File: src/rtl/simon_pkg.sv
// Shared SIMON key-schedule definitions: z sequences, the legal (N, m)
// configuration table and the controller state type.
package simon_pkg;

  // Bit 61 holds z[0] and bit 0 holds z[61], in the published left-to-right order.
  localparam logic [61:0] Z0 = 62'b11111010001001010110000111001101111101000100101011000011100110;
  localparam logic [61:0] Z1 = 62'b10001110111110010011000010110101000111011111001001100001011010;
  localparam logic [61:0] Z2 = 62'b10101111011100000011010010011000101000010001111110010110110011;
  localparam logic [61:0] Z3 = 62'b11011011101011000110010111100000010010001010011100110100001111;
  localparam logic [61:0] Z4 = 62'b11010001111001101011011000100000010111000011001010010011101111;

  typedef enum logic {IDLE, RUN} state_e;

  function automatic logic [6:0] simon_rounds(input int n, input logic [2:0] m);
    logic [6:0] r;
    r = 7'd0;
    case (n)
      16: r = (m == 3'd4) ? 7'd32 : 7'd0;
      24: r = (m == 3'd3 || m == 3'd4) ? 7'd36 : 7'd0;
      32: r = (m == 3'd3) ? 7'd42 : (m == 3'd4) ? 7'd44 : 7'd0;
      48: r = (m == 3'd2) ? 7'd52 : (m == 3'd3) ? 7'd54 : 7'd0;
      64: r = (m == 3'd2) ? 7'd68 : (m == 3'd3) ? 7'd69 : (m == 3'd4) ? 7'd72 : 7'd0;
      default: r = 7'd0;
    endcase
    return r;
  endfunction

  function automatic logic [2:0] simon_zsel(input int n, input logic [2:0] m);
    logic [2:0] j;
    j = 3'd0;
    case (n)
      24: j = (m == 3'd3) ? 3'd0 : 3'd1;
      32: j = (m == 3'd3) ? 3'd2 : 3'd3;
      48: j = (m == 3'd2) ? 3'd2 : 3'd3;
      64: j = (m == 3'd2) ? 3'd2 : (m == 3'd3) ? 3'd3 : 3'd4;
      default: j = 3'd0;
    endcase
    return j;
  endfunction

  function automatic logic simon_cfg_ok(input int n, input logic [2:0] m);
    return simon_rounds(n, m) != 7'd0;
  endfunction

  function automatic logic [61:0] simon_z(input logic [2:0] j);
    logic [61:0] z;
    case (j)
      3'd1:    z = Z1;
      3'd2:    z = Z2;
      3'd3:    z = Z3;
      3'd4:    z = Z4;
      default: z = Z0;
    endcase
    return z;
  endfunction

endpackage

File: src/rtl/simon_key_word.sv
// Combinational SIMON next-key-word function, shared with the decrypt-side
// schedule: k[i+m] from k[i], k[i+1], k[i+m-1] and the z bit.
module simon_key_word #(
  parameter int N = 64
) (
  input  logic [N-1:0] k_i,
  input  logic [N-1:0] k_i1,
  input  logic [N-1:0] k_last,
  input  logic [2:0]   m,
  input  logic         zbit,
  output logic [N-1:0] k_next
);

  logic [N-1:0] rot3;
  logic [N-1:0] t;

  assign rot3   = {k_last[2:0], k_last[N-1:3]};
  assign t      = (m == 3'd4) ? (rot3 ^ k_i1) : rot3;
  assign k_next = ~k_i ^ {{(N-2){1'b0}}, 2'b11} ^ {{(N-1){1'b0}}, zbit} ^ t ^ {t[0], t[N-1:1]};

endmodule

File: src/rtl/simon_key_expand.sv
// SIMON key-schedule streamer: loads an m-word master key and emits
// k[0..T-1] over valid/ready, one word per handshake, via a 4-word window.
module simon_key_expand
  import simon_pkg::*;
#(
  parameter int N = 64
) (
  input  logic           clk,
  input  logic           res_n,
  input  logic           start,
  input  logic [2:0]     key_words,
  input  logic [4*N-1:0] key,
  input  logic           abort,
  input  logic           out_ready,
  output logic           out_valid,
  output logic [N-1:0]   out_key,
  output logic [6:0]     out_rnd,
  output logic           out_last,
  output logic           busy,
  output logic           done,
  output logic           cfg_err
);

  if (!(N == 16 || N == 24 || N == 32 || N == 48 || N == 64)) begin : g_bad_width
    $error("simon_key_expand: unsupported word width N=%0d", N);
  end

  state_e       state_q, state_d;
  logic [N-1:0] window_q [4];
  logic [N-1:0] window_d [4];
  logic [6:0]   rnd_q, rnd_d, rounds_q, rounds_d;
  logic [2:0]   words_q, words_d, zSel_q, zSel_d;
  logic [5:0]   zIdx_q, zIdx_d;
  logic         done_q, done_d, cfgErr_q, cfgErr_d;
  logic [N-1:0] kLast, kNext;
  logic [61:0]  zSeq;
  logic         running, lastRnd;

  assign running = (state_q == RUN);
  assign lastRnd = (rnd_q == rounds_q - 7'd1);
  assign zSeq    = simon_z(zSel_q);

  always_comb begin
    case (words_q)
      3'd2:    kLast = window_q[1];
      3'd3:    kLast = window_q[2];
      default: kLast = window_q[3];
    endcase
  end

  simon_key_word #(.N(N)) u_word (
    .k_i    (window_q[0]),
    .k_i1   (window_q[1]),
    .k_last (kLast),
    .m      (words_q),
    .zbit   (zSeq[6'd61 - zIdx_q]),
    .k_next (kNext)
  );

  always_comb begin
    state_d  = state_q;
    window_d = window_q;
    rnd_d    = rnd_q;
    rounds_d = rounds_q;
    words_d  = words_q;
    zSel_d   = zSel_q;
    zIdx_d   = zIdx_q;
    done_d   = 1'b0;
    cfgErr_d = 1'b0;
    if (abort) begin
      state_d = IDLE;
    end else begin
      case (state_q)
        IDLE: begin
          if (start) begin
            if (simon_cfg_ok(N, key_words)) begin
              state_d = RUN;
              for (int w = 0; w < 4; w++) window_d[w] = key[w*N +: N];
              rnd_d    = 7'd0;
              zIdx_d   = 6'd0;
              words_d  = key_words;
              rounds_d = simon_rounds(N, key_words);
              zSel_d   = simon_zsel(N, key_words);
            end else begin
              cfgErr_d = 1'b1;
            end
          end
        end
        RUN: begin
          if (out_ready) begin
            // New word lands in the slot that becomes k[i+m-1] after the shift.
            for (int w = 0; w < 3; w++) window_d[w] = window_q[w+1];
            case (words_q)
              3'd2:    window_d[1] = kNext;
              3'd3:    window_d[2] = kNext;
              default: window_d[3] = kNext;
            endcase
            rnd_d  = rnd_q + 7'd1;
            zIdx_d = (zIdx_q == 6'd61) ? 6'd0 : zIdx_q + 6'd1;
            if (lastRnd) begin
              state_d = IDLE;
              done_d  = 1'b1;
            end
          end
        end
        default: state_d = IDLE;
      endcase
    end
  end

  always_ff @(posedge clk) begin
    if (!res_n) begin
      state_q  <= IDLE;
      for (int w = 0; w < 4; w++) window_q[w] <= '0;
      rnd_q    <= '0;
      rounds_q <= '0;
      words_q  <= '0;
      zSel_q   <= '0;
      zIdx_q   <= '0;
      done_q   <= 1'b0;
      cfgErr_q <= 1'b0;
    end else begin
      state_q  <= state_d;
      window_q <= window_d;
      rnd_q    <= rnd_d;
      rounds_q <= rounds_d;
      words_q  <= words_d;
      zSel_q   <= zSel_d;
      zIdx_q   <= zIdx_d;
      done_q   <= done_d;
      cfgErr_q <= cfgErr_d;
    end
  end

  assign out_valid = running;
  assign out_key   = running ? window_q[0] : '0;
  assign out_rnd   = running ? rnd_q : '0;
  assign out_last  = running & lastRnd;
  assign busy      = running;
  assign done      = done_q;
  assign cfg_err   = cfgErr_q;

endmodule

File: config.mk
export PLATFORM = sky130hd
export DESIGN_NAME = simon_key_expand
export DESIGN_NICKNAME = d
export VERILOG_FILES = /design/src/rtl/simon_pkg.sv /design/src/rtl/simon_key_word.sv /design/src/rtl/simon_key_expand.sv
export SDC_FILE = /design/constraint.sdc
export NUM_CORES = 1
export LEC_CHECK = 0
export ABC_AREA = 1
export ABC_CLOCK_PERIOD_IN_PS = 2800
export BUFFER_PORTS_ARGS = -buffer_cell sky130_fd_sc_hd__buf_2
export CORE_MARGIN = 4
export CORE_UTILIZATION = 30
export CTS_CLUSTER_DIAMETER = 40
export DETAILED_ROUTE_END_ITERATION = 8
export GPL_TIMING_DRIVEN = 0
export PLACE_DENSITY = 0.47
export SLEW_MARGIN = 25
export SYNTH_ARGS = -nofsm -noshare
export SYNTH_HDL_FRONTEND = slang
export SYNTH_HIERARCHICAL = 1
export SYNTH_SLANG_ARGS = --single-unit
File: constraint.sdc
create_clock -name clk -period 2.8 [get_ports clk]
set_input_delay 0.14 -clock clk [delete_from_list [all_inputs] [get_ports clk]]
set_output_delay 0.14 -clock clk [all_outputs]
set_load 0.05 [all_outputs]
==> reports/results.tsv, run 1 <==
stage	metric	value	unit
route	routed_wl	97600	um
route	vias	24979	
synthesis	synth_cell_types	36	
sta	post-route-min-period	2.70	ns
finish	seqCellArea	0.00562	mm2
route	wl_per_cell	19.8	um
hold_path	hold_class	input port to flip-flop	
sta	finClkSkew	0.0319	ns
place	dp.cells	4535	
job	maxCapViolations	0	
synthesis	yosysSeqAreaShare	28.5	%
clock_tree	cts_buffers	73	
finish	n_antenna_cell	0	
place	place_congestion	0.872	
finish	final_area	0.0283	mm2
global_route	antenna_found_initial	3	
setup_path	arrival	3.14	ns
floorplan	dieArea	0.0697	mm2
sta	fmax	370	MHz
place	postPlaceCellArea	0.0225	mm2
route	drtPass1Iterations	8	
setup_path	crit_chain	buf_2, nand3_1, clkbuf_1, buf_1, a21oi_1, o21ai_1, a31oi_1	
floorplan	die_w	264	um
floorplan	rows	93	
setup_path	max_stage_delay	0.66	ns
global_route	grt_pass1_vias	23953	
route	drt_iter0_markers	2053	
synthesis	syn-num-nets	3613	
clock_tree	root_buffer	clkbuf_16	
setup_path	critPathMaxFanout	10	
global_route	overflow	0	
clock_tree	insertion_delay	0.61	ns
finish	finish.utilization	43.8	%
floorplan	fp.dieH	264	um
pwr	leakagePower	0.0123	uW
finish	num-fill-cells	6876	
setup_path	slowest_stage	buf_1	
pwr	cellPowerDensity	558	mW/mm2
sta	setup_viol	0	
synthesis	synth.largest_area_cell	dfxtp_1	
place	dp_hpwl	72300	um
setup_path	startpoint_type	flip-flop	
pwr	ir_worst_vdd	0.365	mV
finish	synthToLayoutAreaGrowth	44.1	%
sta	finalCritPeriodShare	96.4	%
sta	relSlewSlack	33.9	%
synthesis	yosys_register_bits	280	
setup_path	critPathKind	flip-flop to flip-flop	
setup_path	cp-end-kind	flip-flop	
setup_path	regToRegSetupSlack	0.10	ns
route	ant_nets	0	
global_route	grtUsageTotal	27.0	%
finish	multi_input_area	0.0116	mm2
sta	rsz0062_at_grt	true	
synthesis	yosys_warnings	6	
synthesis	avgSynthCellArea	5.89	um2
synthesis	yosys.area.top_type_share	28.5	%
finish	fin_cells	4937	
clock_tree	cts_max_path_buffers	3	
clock_tree	htreeDepth	3	
synthesis	synth_area	0.0197	mm2
clock_tree	cts_tree	done	
floorplan	core	0.0647	mm2
outcome	outcome	finished, final reports clean	
floorplan	io_pins	340	
floorplan	initial_core_util	30.4	%
global_route	grt_max_degree	20	
global_route	grt_pass1_wl	146000	um
clock_tree	clk_pin_slew_worst_paths	0.04	ns
synthesis	netlist_top_cells_area	dfxtp_1 29%, nand2_1 21%, inv_1 8.8%, a31oi_1 8.2%, nand3_1 7.9%	
pwr	power	15800	uW
sta	final_max_slew_viol_count	0	
finish	final_layout_size_suffix_gt1_share	17.5	%
route	drcViolationCount	0	
finish	final_nets	4297	
sta	worstMarginPinSlew	0.992	ns
setup_path	cp.required	3.24	ns
place	io_buffers	338	
sta	whs	0.0715	ns
sta	final-hold-violation-count	0	
clock_tree	numClockSinks	280	
synthesis	synthCells	3340	
route	vias_per_cell	5.06	
-- cell type report --
| cell class | instances | area share (%) |
|---|---|---|
| inverters | 477 | 6.34 |
| well taps | 855 | 3.78 |
| flip-flops and latches | 280 | 19.8 |
| repair buffers | 611 | 15.6 |
| clock inverters | 36 | 2.10 |
| plain buffers | 209 | 4.30 |
| multi-input cells | 2372 | 40.8 |
| clock buffers | 97 | 7.27 |
-- power by group --
part	switching, uW	internal, uW
logic	1370	868
registers	187	4170
clock network	2780	6430
total	4340	11500
-- critical path, delay by kind of cell (launching register included) --
family | cells | cell delay [ns]
buffers and inverters | 3 | 1.39
and+or+nand+nor | 1 | 0.45
AOI/OAI and AO/OA | 3 | 0.37
DFF | 1 | 0.32
-- cell usage in the layout, fill, tap and decap left out, drive strengths merged, types with 2 or more instances in the layout --
cell,instances
nand2,1124
inv,476
buf,449
nand3,349
o21ai,338
dfxtp,280
dlygate4sd3,265
a31oi,257
clkbuf,203
a21oi,125
nor2,78
a22oi,64
clkinv,17
bufinv,14
ha,9
clkinvlp,6
xor2,6
nor3,6
xnor2,4
o22ai,2
o2111ai,2
nor3b,2
-- stage by stage --
stage                     TNS [ns]  setup slack (ns)
final                            0             0.100
after global routing       -0.0733           -0.0366
after CTS                  -0.0398           -0.0143
after detailed placement   -103.49            -0.779
after global placement     -109.15            -0.778
after floorplan                  0             0.224
-- Yosys cell counts --
library cell	instances
nand2_1	1124
inv_1	460
nand3_1	310
dfxtp_1	280
a31oi_1	257
o21ai_0	238
a21oi_1	124
clkbuf_1	119
o21ai_1	100
nor2_1	74
a22oi_1	64
nand3_2	39
buf_2	38
buf_4	23
buf_6	15
buf_1	14
inv_2	13
ha_1	9
xor2_1	6
nor3_1	5
clkinv_1	4
xnor2_1	4
buf_8	2
nor2_2	2
nor2_4	2
nor3b_1	2
o2111ai_1	2
o22ai_1	2
a211oi_1	1
a21oi_2	1
nand3b_1	1
nand4_1	1
nor3_2	1
o211ai_1	1
or2_2	1
or3_1	1
-- kinds of logic after synthesis --
family	count (synthesis)	share of synthesized area, %
AOI/OAI and AO/OA	790	22.7
DFF	280	28.5
xor gates and xnor gates	10	0.445
buffers and inverters	688	14.5
adders and majority gates	9	0.573
and+or+nand+nor	1563	33.3
-- layer usage --
| layer | vias to the layer above | GRT usage (%) | wire, um |
|---|---|---|---|
| li1 | 12362 | - | - |
| met1 | 11546 | 36.5 | 43400 |
| met2 | 896 | 43.6 | 44300 |
| met3 | 173 | 4.23 | 6630 |
| met4 | 2 | 9.67 | 3250 |
| met5 | - | 1.04 | 99 |
-- sequential cells by signal (all words and copies together), names as in the netlist --
signal	count
cfg_err	1
window_q	256
words_q	3
rounds_q	2
zIdx_q	6
rnd_q	7
done	1
busy	1
zSel_q	3
-- timing repair --
item                                    CTS  global route
endpoints found under the hold margin   264             0
setup buffers                             3             3
hold buffers                            265             0
resized for setup                       122           162
pin swaps                                 4             6
endpoints found under the setup margin  194           201
-- path summary, 6_finish.rpt --
check,startpoint,to,cells after the start
max,busy$_SDFF_PP0_,window_q[187]$_SDFFE_PN0P_,7
max reg2reg,busy$_SDFF_PP0_,window_q[187]$_SDFFE_PN0P_,7
min reg2reg,window_q[83]$_SDFFE_PN0P_,window_q[83]$_SDFFE_PN0P_,2
min,key_words[2],rounds_q[3]$_SDFFE_PN0P_,5
Note: power is estimated with default switching activity, not from simulation.
==> run 2: changes to the inputs <==
--- a/config.mk
+++ b/config.mk
@@ -14,8 +14,10 @@
 export DETAILED_ROUTE_END_ITERATION = 8
 export GPL_TIMING_DRIVEN = 0
 export PLACE_DENSITY = 0.47
+export RECOVER_POWER = 50
 export SLEW_MARGIN = 25
 export SYNTH_ARGS = -nofsm -noshare
 export SYNTH_HDL_FRONTEND = slang
 export SYNTH_HIERARCHICAL = 1
 export SYNTH_SLANG_ARGS = --single-unit
+export TNS_END_PERCENT = 20
==> run 2 against run 1 <==
  * Via count rose by 0.46%
  * Register-to-register slack barely moved
  * Sequential power barely moved
  * Global-route usage barely moved
  * Sequential share of layout area rose by 0.051 points
  * Core utilization fell by 0.11 points
==> reports/results.tsv, run 2 (synthesis gave the netlist of run 1 again) <==
stage	metric	value	unit
job	maxCapViolations	0	
floorplan	die_w	264	um
clock_tree	cts_buffers	73	
setup_path	cp.required	3.32	ns
route	vias	25095	
sta	finalCritPeriodShare	96.3	%
finish	final_common_cell	nand2_1	
route	vias_per_cell	5.08	
pwr	ir_worst_vdd	0.363	mV
global_route	antenna_found_initial	2	
global_route	grt_pass1_vias	23935	
finish	seqCellArea	0.00562	mm2
clock_tree	root_buffer	clkbuf_16	
setup_path	r2r_cells	10	
sta	whs	0.120	ns
pwr	leakagePower	0.0122	uW
route	ant_nets	0	
place	dp_hpwl	72300	um
setup_path	regToRegSetupSlack	0.10	ns
finish	final_nets	4298	
setup_path	arrival	3.22	ns
finish	synthToLayoutAreaGrowth	43.7	%
route	wl_met1	42700	um
route	drtPass1Iterations	5	
sta	post-route-min-period	2.70	ns
hold_path	hold_class	input port to flip-flop	
route	wl_met2	44400	um
route	routed_wl	97800	um
clock_tree	htreeDepth	3	
global_route	grt_max_degree	20	
pwr	cellPowerDensity	559	mW/mm2
clock_tree	numClockSinks	280	
floorplan	dieArea	0.0697	mm2
floorplan	core	0.0647	mm2
clock_tree	clk_pin_slew_worst_paths	0.05	ns
setup_path	critPathMaxFanout	10	
route	drcViolationCount	0	
global_route	grtUsageTotal	27.0	%
clock_tree	cts_max_path_buffers	3	
floorplan	io_pins	340	
hold_path	hold_path_startpoint	key_words[2]	
floorplan	rows	93	
sta	worstMarginPinSlew	0.965	ns
finish	num-fill-cells	6874	
setup_path	startpoint_type	flip-flop	
sta	setup_viol	0	
finish	multi_input_area	0.0115	mm2
finish	finish.utilization	43.7	%
clock_tree	insertion_delay	0.61	ns
setup_path	startpoint	busy$_SDFF_PP0_	
floorplan	fp.dieH	264	um
route	top_layer	met5	
finish	final_layout_size_suffix_gt1_share	16.9	%
sta	relSlewSlack	35.6	%
setup_path	critPathKind	flip-flop to flip-flop	
route	drt_iter0_markers	1983	
sta	rsz0062_at_grt	true	
hold_path	holdPathStages	5	
sta	finClkSkew	0.0309	ns
finish	final_cell_mix	1113 x nand2_1, 457 x inv_1, 311 x nand3_1, 303 x buf_2, 275 x dfxtp_1	
finish	largest-register	window_q	
floorplan	initial_core_util	30.4	%
setup_path	cp-end-kind	flip-flop	
route	wl_per_cell	19.8	um
sta	final-hold-violation-count	0	
place	place_congestion	0.872	
hold_path	worstHoldEndpoint	rounds_q[3]$_SDFFE_PN0P_	
sta	fmax	371	MHz
place	io_buffers	338	
sta	final_max_slew_viol_count	0	
global_route	overflow	0	
outcome	outcome	finished, final reports clean	
setup_path	reg2reg_to	window_q[113]$_SDFFE_PN0P_	
route	wl_met3	7330	um
finish	largest_reg_flops	256	
clock_tree	cts_tree	done	
global_route	grt_pass1_wl	146000	um
setup_path	rr_startpoint	busy$_SDFF_PP0_	
finish	top_regs	window_q: 256 flops, rnd_q: 7 flops, zIdx_q: 6 flops	
run 2: worst max-delay path by stage:
stage / slack [ns] / to
detailed placement: -0.78 / window_q[185]$_SDFFE_PN0P_
floorplan: 0.22 / window_q[64]$_SDFFE_PN0P_
global placement: -0.78 / window_q[187]$_SDFFE_PN0P_
finish: 0.10 / window_q[113]$_SDFFE_PN0P_
global route: -0.04 / window_q[249]$_SDFFE_PN0P_
CTS: -0.01 / window_q[127]$_SDFFE_PN0P_
run 2: worst max-delay path: stages, from the launching register on:
cell and delay (ns):
dfxtp_1 0.32, buf_2 0.19, inv_2 0.16, nand2_1 0.11, nor2_1 0.13, nand3_1 0.21
nand2_1 0.44, clkbuf_4 0.46, clkbuf_4 0.28, nand2_1 0.14, a31oi_1 0.19
run 2: per-layer routing:
layer / GRT usage, % / vias to the layer above
met3: 4.41 / 179
met5: 1.04 / -
met2: 43.6 / 969
li1: - / 12357
met4: 9.55 / 2
met1: 36.3 / 11588
run 2: final cells by class:
cell class / count / area share [%]
well taps: 855 / 3.79
clock inverters: 36 / 2.10
clock buffers: 97 / 7.29
inverters: 477 / 6.35
diodes: 1 / 0.00885
plain buffers: 210 / 4.28
multi-input cells: 2372 / 40.7
flip-flops and latches: 280 / 19.9
repair buffers: 611 / 15.6
run 2: stage by stage:
stage / setup slack, ns / cells / area [um2] / total power, uW / TNS [ns]
finish: 0.103 / 4939 / 28300 / 15800 / 0
global route: -0.0400 / 4938 / 28300 / 16400 / -0.365
CTS: -0.0132 / 4935 / 28000 / 15800 / -0.0550
detailed placement: -0.779 / 4535 / 22500 / 6280 / -103.49
global placement: -0.778 / 4533 / 22400 / 6280 / -109.15
floorplan: 0.224 / 3340 / 19700 / 5450 / 0
run 2: what timing repair did:
item                                   in CTS  in global routing
buffers inserted                            3                  3
pin swaps                                   4                  6
endpoints found under the hold margin     264                  0
setup endpoints to repair                 194                201
resized for setup                         116                162
hold buffers                              265                  0
run 2: power by group:
group / switching, uW / internal (uW)
Sequential: 187 / 4170
Clock: 2790 / 6430
Combinational: 1370 / 863
